`src/rtl/rr_requester.sv`:
```
// Requester-side front end for a round-robin arbiter: per-port circular queues drive req,
// a legal one-hot grant forwards the head entry, and illegal grants and long waits are flagged.
module rr_requester #(
   parameter int PORT       = 4,
   parameter int DW         = 8,
   parameter int DEPTH      = 2,
   parameter int STARVE_MAX = 15
) (
   input  logic                    clk,
   input  logic                    reset,
   input  logic [PORT-1:0]         in_valid,
   input  logic [PORT*DW-1:0]      in_data,
   output logic [PORT-1:0]         in_ready,
   output logic [PORT-1:0]         req,
   input  logic [PORT-1:0]         grant,
   output logic                    out_valid,
   output logic [DW-1:0]           out_data,
   output logic [$clog2(PORT)-1:0] out_port,
   output logic                    grant_err,
   output logic [PORT-1:0]         starve
);

   localparam int PW = $clog2(DEPTH);
   localparam int CW = $clog2(DEPTH + 1);
   localparam int WW = $clog2(STARVE_MAX + 1);
   localparam int IW = $clog2(PORT);

   localparam logic [CW-1:0] FULL_CNT = CW'(DEPTH);
   localparam logic [WW-1:0] WAIT_MAX = WW'(STARVE_MAX);

   logic [DW-1:0] mem      [PORT][DEPTH];
   logic [PW-1:0] rd_ptr   [PORT];
   logic [PW-1:0] wr_ptr   [PORT];
   logic [CW-1:0] count    [PORT];
   logic [WW-1:0] wait_cnt [PORT];

   logic [PORT-1:0] push;
   logic [PORT-1:0] pop;
   logic            grant_onehot;
   logic            grant_legal;
   logic            grant_illegal;
   logic [IW-1:0]   grant_idx;
   logic [DW-1:0]   head_data;

   // Status decoded straight from registered state; a full queue is never ready,
   // even when it is being popped in the same cycle.
   always_comb begin
      for (int i = 0; i < PORT; i++) begin
         in_ready[i] = (count[i] < FULL_CNT) && !reset;
         req[i]      = (count[i] != '0);
         starve[i]   = (wait_cnt[i] == WAIT_MAX);
      end
   end

   assign push = in_valid & in_ready;

   // A grant is legal only when exactly one bit is set and that port is requesting.
   assign grant_onehot  = (grant != '0) && ((grant & (grant - PORT'(1))) == '0);
   assign grant_legal   = grant_onehot && ((grant & ~req) == '0);
   assign grant_illegal = (grant != '0) && !grant_legal;
   assign pop           = grant_legal ? grant : '0;

   always_comb begin
      // NOTE: default first so every path assigns grant_idx and no latch is inferred.
      grant_idx = '0;
      for (int i = 0; i < PORT; i++) begin
         if (grant[i]) grant_idx = IW'(i);
      end
   end

   assign head_data = mem[grant_idx][rd_ptr[grant_idx]];

   // NOTE: payload storage has no reset; occupancy is tracked by count, so stale
   // entries are never observable and the array can map onto plain RAM.
   always_ff @(posedge clk) begin
      for (int i = 0; i < PORT; i++) begin
         if (push[i]) mem[i][wr_ptr[i]] <= in_data[i*DW +: DW];
      end
   end

   // NOTE: all state here uses non-blocking assignments so every register samples
   // pre-edge values regardless of statement order.
   always_ff @(posedge clk) begin
      if (reset) begin
         for (int i = 0; i < PORT; i++) begin
            rd_ptr[i]   <= '0;
            wr_ptr[i]   <= '0;
            count[i]    <= '0;
            wait_cnt[i] <= '0;
         end
         out_valid <= 1'b0;
         out_data  <= '0;
         out_port  <= '0;
         grant_err <= 1'b0;
      end else begin
         for (int i = 0; i < PORT; i++) begin
            if (push[i]) wr_ptr[i] <= wr_ptr[i] + PW'(1);
            if (pop[i])  rd_ptr[i] <= rd_ptr[i] + PW'(1);
            count[i] <= count[i] + CW'(push[i]) - CW'(pop[i]);

            // Wait counter: cleared when idle or served, otherwise saturating.
            if (!req[i] || pop[i]) begin
               wait_cnt[i] <= '0;
            end else if (wait_cnt[i] != WAIT_MAX) begin
               wait_cnt[i] <= wait_cnt[i] + WW'(1);
            end
         end

         out_valid <= grant_legal;
         grant_err <= grant_illegal;
         if (grant_legal) begin
            out_data <= head_data;
            out_port <= grant_idx;
         end
      end
   end

endmodule

```
`config.mk`:
```
export PLATFORM = sky130hd
export DESIGN_NAME = rr_requester
export DESIGN_NICKNAME = d
export VERILOG_FILES = /design/src/rtl/rr_requester.sv
export SDC_FILE = /design/constraint.sdc
export NUM_CORES = 1
export LEC_CHECK = 0
export BUFFER_PORTS_ARGS = -buffer_cell sky130_fd_sc_hd__buf_2
export CAP_MARGIN = 20
export CORE_MARGIN = 2
export CORE_UTILIZATION = 60
export CTS_CLUSTER_DIAMETER = 120
export DETAILED_ROUTE_END_ITERATION = 7
export PLACE_DENSITY = 0.83
export SETUP_SLACK_MARGIN = 0.05
export SLEW_MARGIN = 20
export SYNTH_ARGS = -nofsm -noshare
export SYNTH_HDL_FRONTEND = slang
export SYNTH_SLANG_ARGS = --single-unit
```
`constraint.sdc`:
```
create_clock -name clk -period 7.15 [get_ports clk]
set_clock_uncertainty 0.2 [all_clocks]
set_input_delay 0.715 -clock clk [delete_from_list [all_inputs] [get_ports clk]]
set_output_delay 0.715 -clock clk [all_outputs]
set_load 0.1 [all_outputs]
```
## Word level (Yosys, flattened, before mapping)

Memory sizes are Yosys's and may differ from the RTL's.
Cells that the tools add are included.

- Register bits after elaboration: 12
- RAM bits: 96
- Bits of input ports: 42
- Output and inout port bits: 24
- Word-level logic and storage cells: 202
- Memories: 5

- Add/sub/neg operators: 21
- $lt $le $gt $ge: 13
- Equality and inequality tests: 8
- Muxes and demuxes: 94
- Bitwise gates (word level): 29
- Reduce and logical (&&, ||, !) cells: 28

Memory list:

| name | words | width | read ports | clocked after Yosys merged registers in | write ports | line | text |
|---|---|---|---|---|---|---|---|
| mem | 4 | 16 | 1 | 0 | 4 | 31 | `logic [DW-1:0] mem [PORT][DEPTH];` |
| wait_cnt | 4 | 4 | 4 | 0 | 4 | 35 | `logic [WW-1:0] wait_cnt [PORT];` |
| count | 4 | 2 | 4 | 0 | 4 | 34 | `logic [CW-1:0] count [PORT];` |
| rd_ptr | 4 | 1 | 5 | 0 | 4 | 32 | `logic [PW-1:0] rd_ptr [PORT];` |
| wr_ptr | 4 | 1 | 4 | 0 | 4 | 33 | `logic [PW-1:0] wr_ptr [PORT];` |

Operator list:

| cell | count |
|---|---|
| $mux W1 | 64 |
| $mux W16 | 4 |
| $mux W8 | 7 |
| $mux W4 | 9 |
| $demux W8 S1 | 4 |
| $or A1 B1 Y1 | 20 |
| $add A4 B1 Y4 const B | 4 |
| $eq A4 B4 Y1 const B | 4 |
| $ne A4 B4 Y1 const B | 4 |
| $and A4 B4 Y4 | 3 |
| $mux W2 | 6 |
| $logic_and A1 B1 Y1 | 11 |
| $ge A2 B2 Y1 const B | 5 |
| $not A1 Y2 | 5 |
| $add A1 B1 Y1 const B | 8 |
| $add A2 B1 Y2 | 4 |
| $logic_not A4 Y1 | 2 |
| $lt A2 B1 Y1 const B | 4 |
| $lt A2 B2 Y1 const B | 4 |
| $reduce_bool A2 Y1 | 4 |
| $sub A2 B1 Y2 | 4 |
| $logic_not A1 Y1 | 6 |
| $logic_or A1 B1 Y1 | 4 |
| $not A4 Y4 | 1 |
| other kinds (2) | 2 |

## Longest topological paths before layout

An unclocked memory read counts as a cell.

- Word-level depth: 13
- Gate-level depth with buffers: 12
- Mapped depth without buffers: 11

## Least setup slack after synthesis

Ideal clock, no wire load.

- Path type: input-to-reg
- Start point: input reset
- End point: memory mem[0][10] (netlist bit), enable pin
- Setup time: 371 ps
- Data arrival time: 2951 ps
- Data required time: 6579 ps
- Slack: 3629 ps
- Cell stages on the path: 4
- Buffers on the path: 1
- Cells stage by stage: buf_1 -> nor2_1 -> nand2_1 -> nor2_1

RTL lines:

| item | line | text |
|---|---|---|
| start: declaration | 10 | `input logic reset,` |
| end: declaration | 31 |  |

==> results.md <==
* Layout Nets at 477
* Synthesized area per cell at 13.2 um2
* P_sw at 0.000378 W
* Crit path DAT at 3640 ps
* Main synth FF type: edfxtp_1
* Synth-to-Final Area Change at 12.8%
* Hold Path Class: flip-flop to flip-flop
* GR Overflow Total at 0
* Vias in the first global route at 3008
* Routed Antenna Nets at 0
* CP max FO at 26
* Die W at 93.5 um
* Core Util, Final at 70.2%
* Yosys Warn Count at 0
* #FFs+latches synth at 108
* CTS sink count at 108
* Power density cells at 255 nW/um2
* Via-per-instance ratio at 5.81
* CP Capture Type: flip-flop
* Largest net degree at the start of global routing at 41
* Leak at 2.25 nW
* Starting Density at 62.2%
* Setup Fix Bufs, Post-CTS at 0
* Status: complete, no violations
* CTS tree: done
* Routability congestion estimate at 0.798
* Post-Synthesis Cells at 364
* Minimum period implied by the final worst setup slack at 3610 ps
* Hold Violations, Final at 0
* # hold bufs at CTS at 0
* Clk pin slew, worst setup/hold paths at 90 ps
* Setup TNS at 0 ps
* Pre-antenna DRT Iters at 5
* Crit path from: grant[3]
* Root buf cell: clkbuf_8
* H-Tree Depth at 3
* Vias at 3079
* Hpwl dp at 6810 um
* Post-cts sizing count at 0
* Post-synth top cells: 88 x edfxtp_1, 33 x nor2_1, 24 x inv_1, 24 x mux2_2
* Initial DRC count at 411
* Area of the die at 8740 um2
* DR WL/cell at 17.8 um
* Total clock buffers created by CTS at 9
* Hold Startpoint: out_port[1]
* Layout cells sized above 1 at 27.8%
* Final wirelength at 9440 um
* Core area at 7730 um2
* Max cap viols at 0
* Slew Limit Fails at 0
* Max VDD drop at 157 uV
* Maximum clock path buffer count at 2
* Slew margin rel. at 29.6%
* Gr usage total at 22.8%
* Initial antenna violation count at 0
* CP startpoint kind: input pin
* Worst-skew pair later-pin latency at 370 ps
* N_diodes at 0
* Int Pwr at 0.00100 W
* Sw Share at 27.4%
* Final-report setup violation count at 0
* RSZ-0062 raised after global routing: no
* Worst flop-to-flop path startpoint: count[2][1]
* Asr flop ratio synth at 0%
* Period utilization at 50.5%
* Worst Path Required at 7180 ps
* Mapped Area at 4810 um2
* Clk pwr share at 31.3%
* Post-synthesis sequential area ratio at 63.3%
* Distinct cells, synth at 44
* Top-count cell post-synth: edfxtp_1
* Comb power frac at 16.0%
* Yosys top cell area share at 55.0%
* Crit path kind: input pin to flip-flop
* Sequential power share at 52.6%
* First-pass GRT wire length at 14800 um
* Worst-margin pin slew at 1050 ps
* Die H at 93.5 um
* Area leader, netlist: edfxtp_1
* Syn nets at 418
* F_max at 0.277 GHz
* DRC Markers at 0
* Post-synth EDFFs at 88
* Port Buffer Count at 65
* Top Ports at 66
* Top cells by area, synth: edfxtp_1 55%, dfxtp_1 8.3%, mux2_2 5.6%
* Cell Rows at 32
-- worst paths after layout --
kind            endpoint  slack [ps]  cells past startpoint
max          count[0][1]        3540                     11
min          out_port[1]         290                      2
max reg2reg  count[0][1]        4490                     10
min reg2reg  out_port[1]         290                      2
-- final cells by class --
class                   instances  area [um2]
inverters                      24        90.1
clock inverters                 6         111
well taps                     102         128
multi-input cells             215        1600
flip-flops and latches        108        3040
repair buffers                 65         325
fillers                       544        2300
clock buffers                  10         128
-- routing by layer --
metal	routed length, um	up-vias	track usage (%)
met5	0	-	0
met4	190	0	9.44
met3	549	19	5.08
met2	4510	107	36.0
met1	4200	1497	30.8
li1	-	1456	-
-- cells in the final DEF, fill, tap and decap left out, types with 2 or more instances in the layout --
cell type and instances:
a21o_1 3, o221ai_1 8, and2_1 3, nor2_1 33, nor4_1 2, edfxtp_1 88, and3_1 9, nand2_1 20
nor3_1 3, inv_1 24, xnor2_1 6, nor3b_2 2, nand3_1 15, o211ai_2 5, ha_1 12, or2_2 3
a222oi_1 8, a311oi_1 3, clkbuf_8 9, nor2b_1 13, o211ai_1 3, buf_2 65, xor2_1 10, dfxtp_1 20
nor3_2 2, mux2_2 24, nand2b_1 13, bufinv_16 3
-- stage by stage --
step	area [um2]	cells	setup slack, ps	hold slack, ps	total power [W]
finish	5420	530	3540	289	0.00138
global placement	5180	514	3260	265	0.000956
detailed placement	5180	514	3030	277	0.000962
CTS	5420	530	3400	292	0.00139
floorplan	4810	364	3630	307	0.000909
global route	5420	530	3340	308	0.00143
-- critical path, cell delays in order --
cell and delay (ps):
buf_2 250, nor2_1 870, o21ai_1 560, a21o_1 320, nor2_1 110, ha_1 230
inv_1 60, ha_1 150, xor2_1 180, xnor2_1 130, nor2_1 60
-- flip-flops by register name (all words and copies together) (netlist names) --
signal and cells:
wait_cnt 16, wr_ptr 4, out_data 8, out_port 2
out_valid 1, count 8, grant_err 1, rd_ptr 4
mem 64
-- logic make-up (layout without fill, tap and decap cells) --
| family | after synthesis | after routing | synth area share [%] |
|---|---|---|---|
| simple gates | 122 | 122 | 13.6 |
| compound gates | 40 | 40 | 7.73 |
| xor+xnor | 16 | 16 | 2.92 |
| buf+inv | 41 | 105 | 3.46 |
| fa+ha+maj | 12 | 12 | 3.12 |
| mux | 25 | 25 | 5.83 |
| flops | 108 | 108 | 63.3 |
-- power groups by stage --
stage | sequential, W | combinational [W] | clock (W)
floorplan | 0.000777 | 0.000133 | 0
global placement | 0.000740 | 0.000216 | 0
detailed placement | 0.000741 | 0.000221 | 0
CTS | 0.000727 | 0.000222 | 0.000437
global route | 0.000730 | 0.000236 | 0.000464
finish | 0.000727 | 0.000222 | 0.000433
No activity file was read; power rests on OpenSTA's default activity.
